--- config.mk ---
export PLATFORM = sky130hd
export DESIGN_NAME = tile_addr_pipe
export DESIGN_NICKNAME = d
export VERILOG_FILES = /design/src/rtl/tile_addr_pipe.sv
export SDC_FILE = /design/constraint.sdc
export NUM_CORES = 1
export LEC_CHECK = 0
export CAP_MARGIN = 25
export CORE_MARGIN = 2
export CORE_UTILIZATION = 53
export DETAILED_ROUTE_END_ITERATION = 8
export GPL_ROUTABILITY_DRIVEN = 0
export PLACE_DENSITY = 0.8
export SYNTH_ARGS = -nofsm -noshare
export SYNTH_HDL_FRONTEND = slang
export SYNTH_SLANG_ARGS = --single-unit
export TNS_END_PERCENT = 1
--- constraint.sdc ---
create_clock -name clk -period 3.3 [get_ports clk]
set_input_delay 0.495 -clock clk [delete_from_list [all_inputs] [get_ports clk]]
set_output_delay 0.495 -clock clk [all_outputs]
set_load 0.01 [all_outputs]
--- src/rtl/tile_addr_pipe.sv ---
// Two-stage pixel-to-tile address generator with valid/ready flow control.
// Stage 1 splits (x,y) into tile column/row and sub-offsets; stage 2 forms the record address and new-tile flag.
module tile_addr_pipe #(
  parameter int COORD_W        = 11,
  parameter int ADDR_W         = 16,
  parameter int H_ACTIVE       = 640,
  parameter int V_TOP          = 80,
  parameter int V_BOTTOM       = 480,
  parameter int TILE_W_LOG2    = 5,
  parameter int TILE_H_LOG2    = 3,
  parameter int TILES_PER_ROW  = 20,
  parameter int WORDS_PER_TILE = 16,
  parameter int BASE_ADDR      = 16384,
  parameter int OOB_ADDR       = 32384
) (
  input  logic                   clk,
  input  logic                   reset,
  input  logic                   in_valid,
  output logic                   in_ready,
  input  logic [COORD_W-1:0]     x,
  input  logic [COORD_W-1:0]     y,
  output logic                   out_valid,
  input  logic                   out_ready,
  output logic [ADDR_W-1:0]      address,
  output logic [TILE_W_LOG2-1:0] px_in_tile,
  output logic [TILE_H_LOG2-1:0] row_in_tile,
  output logic                   oob,
  output logic                   new_tile
);

  localparam int COL_W = COORD_W - TILE_W_LOG2;
  localparam int ROW_W = COORD_W - TILE_H_LOG2;
  localparam logic [COORD_W-1:0] H_LIM   = COORD_W'(H_ACTIVE);
  localparam logic [COORD_W-1:0] V_LO    = COORD_W'(V_TOP);
  localparam logic [COORD_W-1:0] V_HI    = COORD_W'(V_BOTTOM);
  localparam logic [ADDR_W-1:0]  OOB_VAL = ADDR_W'(OOB_ADDR);

  function automatic logic [ADDR_W-1:0] tile_addr(input logic [ROW_W-1:0] r,
                                                  input logic [COL_W-1:0] c);
    logic [ADDR_W-1:0] idx;
    idx = ADDR_W'(r) * ADDR_W'(TILES_PER_ROW) + ADDR_W'(c);
    return ADDR_W'(BASE_ADDR) + idx * ADDR_W'(WORDS_PER_TILE);
  endfunction

  logic                   advance;
  logic [COORD_W-1:0]     y_rel;
  logic                   vld_p1, in_reg_p1;
  logic [COL_W-1:0]       col_p1;
  logic [ROW_W-1:0]       row_p1;
  logic [TILE_W_LOG2-1:0] px_p1;
  logic [TILE_H_LOG2-1:0] sub_p1;
  logic                   vld_p2;
  logic                   trk_vld;
  logic [ADDR_W-1:0]      trk_addr;
  logic                   out_xfer;
  logic                   last_vld;
  logic [ADDR_W-1:0]      last_addr;
  logic [ADDR_W-1:0]      addr_calc;

  assign advance   = !vld_p2 || out_ready;
  assign in_ready  = advance;
  assign out_valid = vld_p2;
  assign y_rel     = y - V_LO;

  // Stage 1: region test and coordinate split
  always_ff @(posedge clk) begin
    if (reset) vld_p1 <= 1'b0;
    else if (advance) vld_p1 <= in_valid;
  end

  always_ff @(posedge clk) begin
    if (advance) begin
      in_reg_p1 <= (y >= V_LO) && (y < V_HI) && (x < H_LIM);
      col_p1    <= x[COORD_W-1:TILE_W_LOG2];
      row_p1    <= y_rel[COORD_W-1:TILE_H_LOG2];
      px_p1     <= x[TILE_W_LOG2-1:0];
      sub_p1    <= y_rel[TILE_H_LOG2-1:0];
    end
  end

  // The result leaving this cycle is the "previous" one for the result entering stage 2.
  assign out_xfer  = vld_p2 && out_ready && !oob;
  assign last_vld  = trk_vld || out_xfer;
  assign last_addr = out_xfer ? address : trk_addr;
  assign addr_calc = tile_addr(row_p1, col_p1);

  // Stage 2: address formation, oob forcing, new-tile detection
  always_ff @(posedge clk) begin
    if (reset) begin
      vld_p2      <= 1'b0;
      address     <= OOB_VAL;
      px_in_tile  <= '0;
      row_in_tile <= '0;
      oob         <= 1'b1;
      new_tile    <= 1'b0;
      trk_vld     <= 1'b0;
    end else begin
      if (out_xfer) begin
        trk_vld  <= 1'b1;
        trk_addr <= address;
      end
      if (advance) begin
        vld_p2      <= vld_p1;
        address     <= in_reg_p1 ? addr_calc : OOB_VAL;
        px_in_tile  <= in_reg_p1 ? px_p1 : '0;
        row_in_tile <= in_reg_p1 ? sub_p1 : '0;
        oob         <= !in_reg_p1;
        new_tile    <= in_reg_p1 && (!last_vld || (addr_calc != last_addr));
      end
    end
  end

endmodule

After elaboration in Yosys (flattened, before gate mapping)
Cells that the tools add are included.
Widths: inputs -> output; s select.
Operators by class
  $add $sub $neg: 3
  multipliers: 1
  order comparisons: 3
  equal/unequal tests: 1
  mux-type cells: 4
  reductions and logical operators: 12
Operators by type and width (count)
  $mux 16: 2
  $add 15x16->16 const A: 1
  $ne 16x16->1: 1
  $add 12x6->12: 1
  $ge 11x7->1 const B: 1
  $lt 11x10->1 const B: 1
  $lt 11x9->1 const B: 1
  $sub 11x7->11 const B: 1
  $mul 8x3->10 const B: 1
  $logic_and 1x1->1: 5
  $mux 5: 1
  $logic_not 1->1: 4
  $logic_or 1x1->1: 3
  $mux 3: 1
Storage, ports and cells
  flip-flop bits (word level): 68
  input port bits: 26
  output and inout port bits: 28
  logic and storage cells: 38

Longest topological paths before layout
Gate-level depths: netlist of run 1.
  depth after elaboration: 6
  mapped depth: 12
  mapped depth without buffers: 12

Worst setup path after synthesis of run 1
No wires, ideal clock.
  path kind: register to register
  from: register row_p1[1]
  to: register new_tile
  setup time: 120 ps
  data arrival time: 2840 ps
  required time: 3180 ps
  slack: 340 ps
  stages on the path, launching flop included: 13
  path buffers: 0
  clock period less this slack: 2960 ps
  path through: edfxtp_1 -> ha_1 -> ha_1 -> inv_1 -> fa_1 -> nand2b_1 -> a21oi_1 -> xor2_1 -> nand3_2 -> xnor3_1 -> xnor2_1 -> xnor2_1 -> a21oi_2
On the way
  word-level cells in the longest chain between the ends: 6
Ends and longest elaborated chain
  start, declared: line 49  | logic [ROW_W-1:0] row_p1;
  start signal, assigned: line 75  | row_p1 <= y_rel[COORD_W-1:TILE_H_LOG2];
  $mul 8x3->10: line 41  | idx = ADDR_W'(r) * ADDR_W'(TILES_PER_ROW) + ADDR_W'(c);
  $add 12x6->12: line 41
  $add 15x16->16: line 42  | return ADDR_W'(BASE_ADDR) + idx * ADDR_W'(WORDS_PER_TILE);
  $ne 16x16->1: line 108  | new_tile <= in_reg_p1 && (!last_vld || (addr_calc != last_addr));
  $logic_or 1x1->1: line 108
  $logic_and 1x1->1: line 108
  end signal, assigned: line 108
  end, declared: line 28  | output logic new_tile
No other way between the ends.
A chain may end at the register's enable or synchronous reset.

Worst setup path after layout of run 1
Same ends and word-level chain as after synthesis.

==> results.md, run 1 <==
* Run status: completed
* Max-cap viol count at 0
* Ports at 54
* Flop pwr share at 42.5%
* Number of flops mapped to enable cells by yosys at 39
* Initial DRC count at 108
* Synth top area share at 36.76%
* CTS Buf Count at 9
* Die X at 81.53 um
* Worst-margin pin slew at 886.4 ps
* Ys Warns at 0
* Crit Path Class: reg2reg
* Port Buffer Count at 49
* Final setup margin at 268.5 ps
* Cts hold-fix bufs at 0
* Total Wirelength at 6206 um
* Initial antenna violation count at 0
* Clock Latency Late Sink at 330 ps
* Period utilization at 91.86%
* Final slew viol count at 0
* Slew margin rel. at 40.84%
* Vias in the first global route at 2224
* PwrDens at 545.6 nW/um2
* Core area at 5851 um2
* Fin util at 68.46%
* Worst EP required at 3520 ps
* First-pass GRT wire length at 10170 um
* Nets at 399
* CP Capture Type: flop
* Synth Flop Type: edfxtp_1
* Row count at 28
* Largest net degree at the start of global routing at 47
* Cells on worst reg2reg path at 12
* Total gr overflow at 0
* Worst Skew at 10.94 ps
* Area leader, netlist: edfxtp_1
* Pwr Total at 0.002185 W
* Initial Utilization at 54.45%
* Commonest cells in the netlist: 50 x nand2_1, 39 x edfxtp_1, 25 x dfxtp_1
* Clock transition at path regs at 60 ps
* Setup TNS Final at 0 ps
* RSZ-0062 raised after global routing: false
* Met3 WL at 290 um
* Die height at 81.53 um
* Ys async rst share at 0%
* CTS tree: yes
* DR top layer: met4
* Sequential share of the synthesized area at 52.47%
* Min Clock Period, post-route at 3032 ps
* N_diodes at 0
* Hold depth at 2
* Synth unique cells at 46
* HPWL Detailed at 4518 um
* Routed WL per cell at 14.33 um
* CTS sink count at 64
* Worst path arrival time at 3250 ps
* Layout cells sized above 1 at 11.45%
* CP Max Fanout at 3
* DRC errors left at 0
* CTS root buf: clkbuf_8
* Pleak at 1.548 nW
* H-tree levels at 3
* Area grow syn2layout at 25.73%
* Syn Area/Cell at 10.76 um2
* Comb pwr share at 25.6%
* Area of the die at 6646 um2
* Detail Route Antenna Nets at 0
* Total iterations of the first detailed-routing run at 4
* Post-Syn Instances at 296
* Max clock buf depth at 2
* Setup Viol. Count Final at 0
* Via density per instance at 5.296
* FF+latch count, synth at 64
* Maximum clock rate at 329.9 MHz
* Final hold vios at 0
* Dpl ws at 127.2 ps
* Count leader, synth: nand2_1
* Int Pwr at 0.001578 W
* Via Count at 2293
* Clk pwr share at 31.8%
* Maximum VDD drop at 0.0003343 V
* Worst hold path type: reg2reg
* Mapped Area at 3186 um2
* Area contributors post-synth: edfxtp_1 37%, dfxtp_1 16%, ha_1 7.1%, nand2_1 5.9%, xnor2_1 3.8%
* Met2 Wirelength at 3136 um
* Switch Pwr at 0.0006075 W
* Startpoint types: flop
* GRT Total Usage at 20.47%
* Met1 wire length at 2670 um
* Switching part of the total at 27.80%
==> what timing repair did <==
action                                  4_1_cts  5_1_grt
endpoints found under the setup margin        0        2
setup buffers                                 0        2
resized for setup                             0        4
==> worst max-delay path, cell delays in order, from the launching register on <==
cell,delay (ps)
edfxtp_1,420
ha_1,320
ha_1,190
inv_1,60
fa_1,410
nand2b_1,190
a21oi_2,180
xor2_2,210
nand3_2,120
xnor3_1,390
xnor2_2,210
xnor2_1,160
a21oi_2,70
==> flip-flops by register name (all words and copies together) (netlist names), 3 cells and up <==
register     cells
address         12
col_p1           6
px_in_tile       5
px_p1            5
row_in_tile      3
row_p1           8
sub_p1           3
trk_addr        16
==> power groups by stage <==
stage | clock network, W | registers, W | logic (W)
finish | 0.000695 | 0.000929 | 0.000560
global route | 0.000743 | 0.000935 | 0.000622
CTS | 0.000707 | 0.000930 | 0.000541
detailed placement | 0 | 0.000947 | 0.000535
global placement | 0 | 0.000945 | 0.000521
floorplan | 0 | 0.000942 | 0.000405
==> per-layer routing <==
metal	vias to the layer above	global-route usage (%)
met5	-	0
met4	0	10.34
met3	9	4.725
met2	57	34.02
met1	1079	24.93
li1	1148	-
==> through the flow <==
stage / area [um2] / cells / hold slack, ps
after global placement: 3757 / 415 / 440.9
after global routing: 4005 / 433 / 485.9
after CTS: 3968 / 431 / 457.1
after floorplan: 3197 / 299 / 432.2
after detailed placement: 3757 / 415 / 447.8
final: 4005 / 433 / 459.0
==> cell families (layout without fill, tap and decap cells) <==
| group | count (synthesis) | in the layout | share of synthesized area, % |
|---|---|---|---|
| mux | 5 | 5 | 1.767 |
| simple gates | 103 | 103 | 15.83 |
| buf+inv | 25 | 84 | 3.457 |
| flops | 64 | 64 | 52.47 |
| other cells | 1 | 4 | 0.1177 |
| fa+ha+maj | 20 | 20 | 8.327 |
| compound gates | 49 | 49 | 9.152 |
| xor+xnor | 29 | 29 | 8.877 |
==> cell type report <==
cell class / count / area, um2
Sequential cell: 64 / 1672
Multi-Input combinational cell: 210 / 1438
Clock buffer: 13 / 170.2
Fill cell: 433 / 1846
Clock inverter: 3 / 40.04
Timing Repair Buffer: 57 / 550.5
Tap cell: 75 / 93.84
Inverter: 11 / 41.29
==> cell usage in the layout (no fill, tap or decap), types with 4 or more instances in the layout <==
cell type        instances
and2_1                   4
edfxtp_1                39
nor2_1                  16
clkbuf_8                10
o22ai_1                  6
buf_4                    8
inv_1                   10
mux2_2                   5
clkdlybuf4s50_1         49
conb_1                   4
ha_1                    18
nand2_1                 50
dfxtp_1                 25
nand3_1                 14
xor2_1                  11
o21ai_0                  8
a21oi_1                 20
xnor2_1                 13
==> worst paths after layout <==
| path | to | from | slack (ps) |
|---|---|---|---|
| max | new_tile | row_p1[1] | 270 |
| min | px_in_tile[1] | px_in_tile[1] | 460 |
| max reg2reg | new_tile | row_p1[1] | 270 |
| min reg2reg | px_in_tile[1] | px_in_tile[1] | 460 |
(Power assumes the default switching activity.)
==> inputs of run 2 (changes only) <==
- ABC_CLOCK_PERIOD_IN_PS: not set -> 3300
==> results of run 2 <==
Same layout as run 1: the final DEF is identical, and so are final timing and power.
==> inputs of run 3 (changes only) <==
- CORE_ASPECT_RATIO: not set -> 1.25
- CORE_UTILIZATION: 53 -> 25
- PLACE_DENSITY: 0.8 -> not set
==> run 3 against run 2 <==
Net effect: sequential power about the same; setup slack improved by 37 ps; total power rose by 9.1%; fmax grew 1.2%; critical path type unchanged; routed wire length increased by 11%; non-clock buffer count decreased by 1; global-route usage is 10 points lower; critical endpoint unchanged; core utilization decreased by 35 points.
==> results.md, run 3 (same netlist as run 1, synthesis figures left out) <==
* Run status: completed (unchanged)
* Total iterations of the first detailed-routing run at 4 (unchanged)
* Largest net degree at the start of global routing at 47 (unchanged)
* Max clock buf depth at 2 (unchanged)
* Setup TNS Final at 0 ps (unchanged)
* Area of the die at 13670 um2 (was 6646 um2)
* CP Max Fanout at 3 (unchanged)
* Pleak at 1.579 nW (was 1.548 nW)
* Crit Path Class: reg2reg (unchanged)
* Met1 wire length at 2987 um (was 2670 um)
* Maximum clock rate at 333.9 MHz (was 329.9 MHz)
* Worst Skew at 8.196 ps (was 10.94 ps)
* Total gr overflow at 0 (unchanged)
* CTS root buf: clkbuf_16 (was clkbuf_8)
* Most frequent cells in the layout: 50 x nand2_1, 49 x clkdlybuf4s50_1, 39 x edfxtp_1 (unchanged)
* Row count at 46 (was 28)
* Vias in the first global route at 2208 (was 2224)
* HPWL Detailed at 5126 um (was 4518 um)
* Maximum VDD drop at 0.0003154 V (was 0.0003343 V)
* Die X at 105.0 um (was 81.53 um)
* Largest register FFs at 16 (unchanged)
* Final slew viol count at 0 (unchanged)
* Nets at 398 (was 399)
* Worst hold path type: reg2reg (unchanged)
* CTS sink count at 64 (unchanged)
* Ports at 54 (unchanged)
* Total Wirelength at 6891 um (was 6206 um)
* Die height at 130.2 um (was 81.53 um)
* Worst path arrival time at 3210 ps (was 3250 ps)
* Min Clock Period, post-route at 2995 ps (was 3032 ps)
* Initial DRC count at 74 (was 108)
* Most common cell after layout, fill and taps aside: nand2_1 (unchanged)
* Worst-margin pin slew at 896.9 ps (was 886.4 ps)
* DRC errors left at 0 (unchanged)
* Slew margin rel. at 40.14% (was 40.84%)
* Initial antenna violation count at 0 (unchanged)
* Setup Viol. Count Final at 0 (unchanged)
* CP Capture Type: flop (unchanged)
* First-pass GRT wire length at 10860 um (was 10170 um)
* Via density per instance at 4.314 (was 5.296)
* Clock Latency Late Sink at 330 ps (about the same)
* Hold depth at 2 (unchanged)
* Cells on worst reg2reg path at 12 (unchanged)
* Period utilization at 90.75% (was 91.86%)
* Final hold vios at 0 (unchanged)
* DP Cell Count at 508 (was 415)
* PwrDens at 569.5 nW/um2 (was 545.6 nW/um2)
* Layout cells sized above 1 at 10.92% (was 11.45%)
* Biggest register: trk_addr (unchanged)
* Worst EP required at 3510 ps (was 3520 ps)
* Via Count at 2265 (was 2293)
* CTS Buf Count at 9 (unchanged)
* Core area at 12550 um2 (was 5851 um2)
* Startpoint types: flop (unchanged)
* DR top layer: met4 (unchanged)
* CTS tree: yes (unchanged)
* GRT Total Usage at 10.34% (was 20.47%)
* Routed WL per cell at 13.13 um (was 14.33 um)
* Detail Route Antenna Nets at 0 (unchanged)
* N_diodes at 0 (unchanged)
* Area grow syn2layout at 31.42% (was 25.73%)
* RSZ-0062 raised after global routing: false (unchanged)
* Port Buffer Count at 49 (unchanged)
* Post-Layout Cell Count at 525 (was 433)
* Max-cap viol count at 0 (unchanged)
* Biggest regs: trk_addr x16, address x12, row_p1 x8 (unchanged)
* Met2 Wirelength at 3510 um (was 3136 um)
* Met3 WL at 249 um (was 290 um)
* Clock transition at path regs at 50 ps (was 60 ps)
* H-tree levels at 3 (unchanged)
* Initial Utilization at 25.39% (was 54.45%)
run 3: cell count changes in the layout (fill, tap and decap cells not counted):
cell       previous run  this run
buf_4                 8         7
clkbuf_8             10         1
a21oi_2               3         2
clkinv_2              2         3
clkbuf_16             1        10
bufinv_16             1         0
a21oi_1              20        21
run 3: metal layers:
| layer | track usage [%] | vias up |
|---|---|---|
| met5 | 0 | - |
| met4 | 5.882 | 0 |
| met3 | 3.047 | 11 |
| met2 | 18.30 | 38 |
| met1 | 11.06 | 1067 |
| li1 | - | 1149 |
run 3: area by class of cell:
cell class	count	area, um2
fillers	1305	8361
flip-flops and latches	64	1672
multi-input cells	210	1434
repair buffers	56	543.0
clock buffers	13	271.5
well taps	168	210.2
inverters	11	41.29
clock inverters	3	15.01
run 3: path summary, 6_finish.rpt:
check	start	to	slack, ps
hold reg to reg	px_in_tile[0]	px_in_tile[0]	450
setup / recovery	row_p1[1]	new_tile	310
hold / removal	px_in_tile[0]	px_in_tile[0]	450
setup reg to reg	row_p1[1]	new_tile	310
run 3: critical path, stage by stage, from the launching register on:
cell and delay [ps]:
edfxtp_1 390, ha_1 300, ha_1 170, inv_1 60, fa_1 410, nand2b_1 200
a21oi_2 170, xor2_2 220, nand3_2 120, xnor3_1 400, xnor2_2 200, xnor2_1 160
a21oi_2 70
run 3: power by group:
group | internal [W] | switching (W) | total [W]
registers | 0.000901 | 0.0000299 | 0.000931
clock network | 0.000570 | 0.000324 | 0.000894
logic | 0.000263 | 0.000297 | 0.000559
total | 0.00173 | 0.000650 | 0.00238
run 3: per-stage QoR:
stage	util [%]	worst slack, ps	hold WS, ps	power (W)	area, um2
2_1_floorplan	-	340.1	432.2	0.001347	3197
3_3_place_gp	30.87	205.8	442.7	0.001481	3874
3_5_place_dp	30.87	134.6	448.2	0.001490	3874
4_1_cts	33.16	102.2	455.6	0.002393	4160
5_1_grt	33.37	64.70	470.2	0.002507	4187
6_report	33.37	305.2	452.3	0.002384	4187
run 3: timing repair:
item	4_1_cts	5_1_grt
setup endpoints to repair	0	2
hold buffers	0	0
setup buffers	0	1
resized for setup	0	3
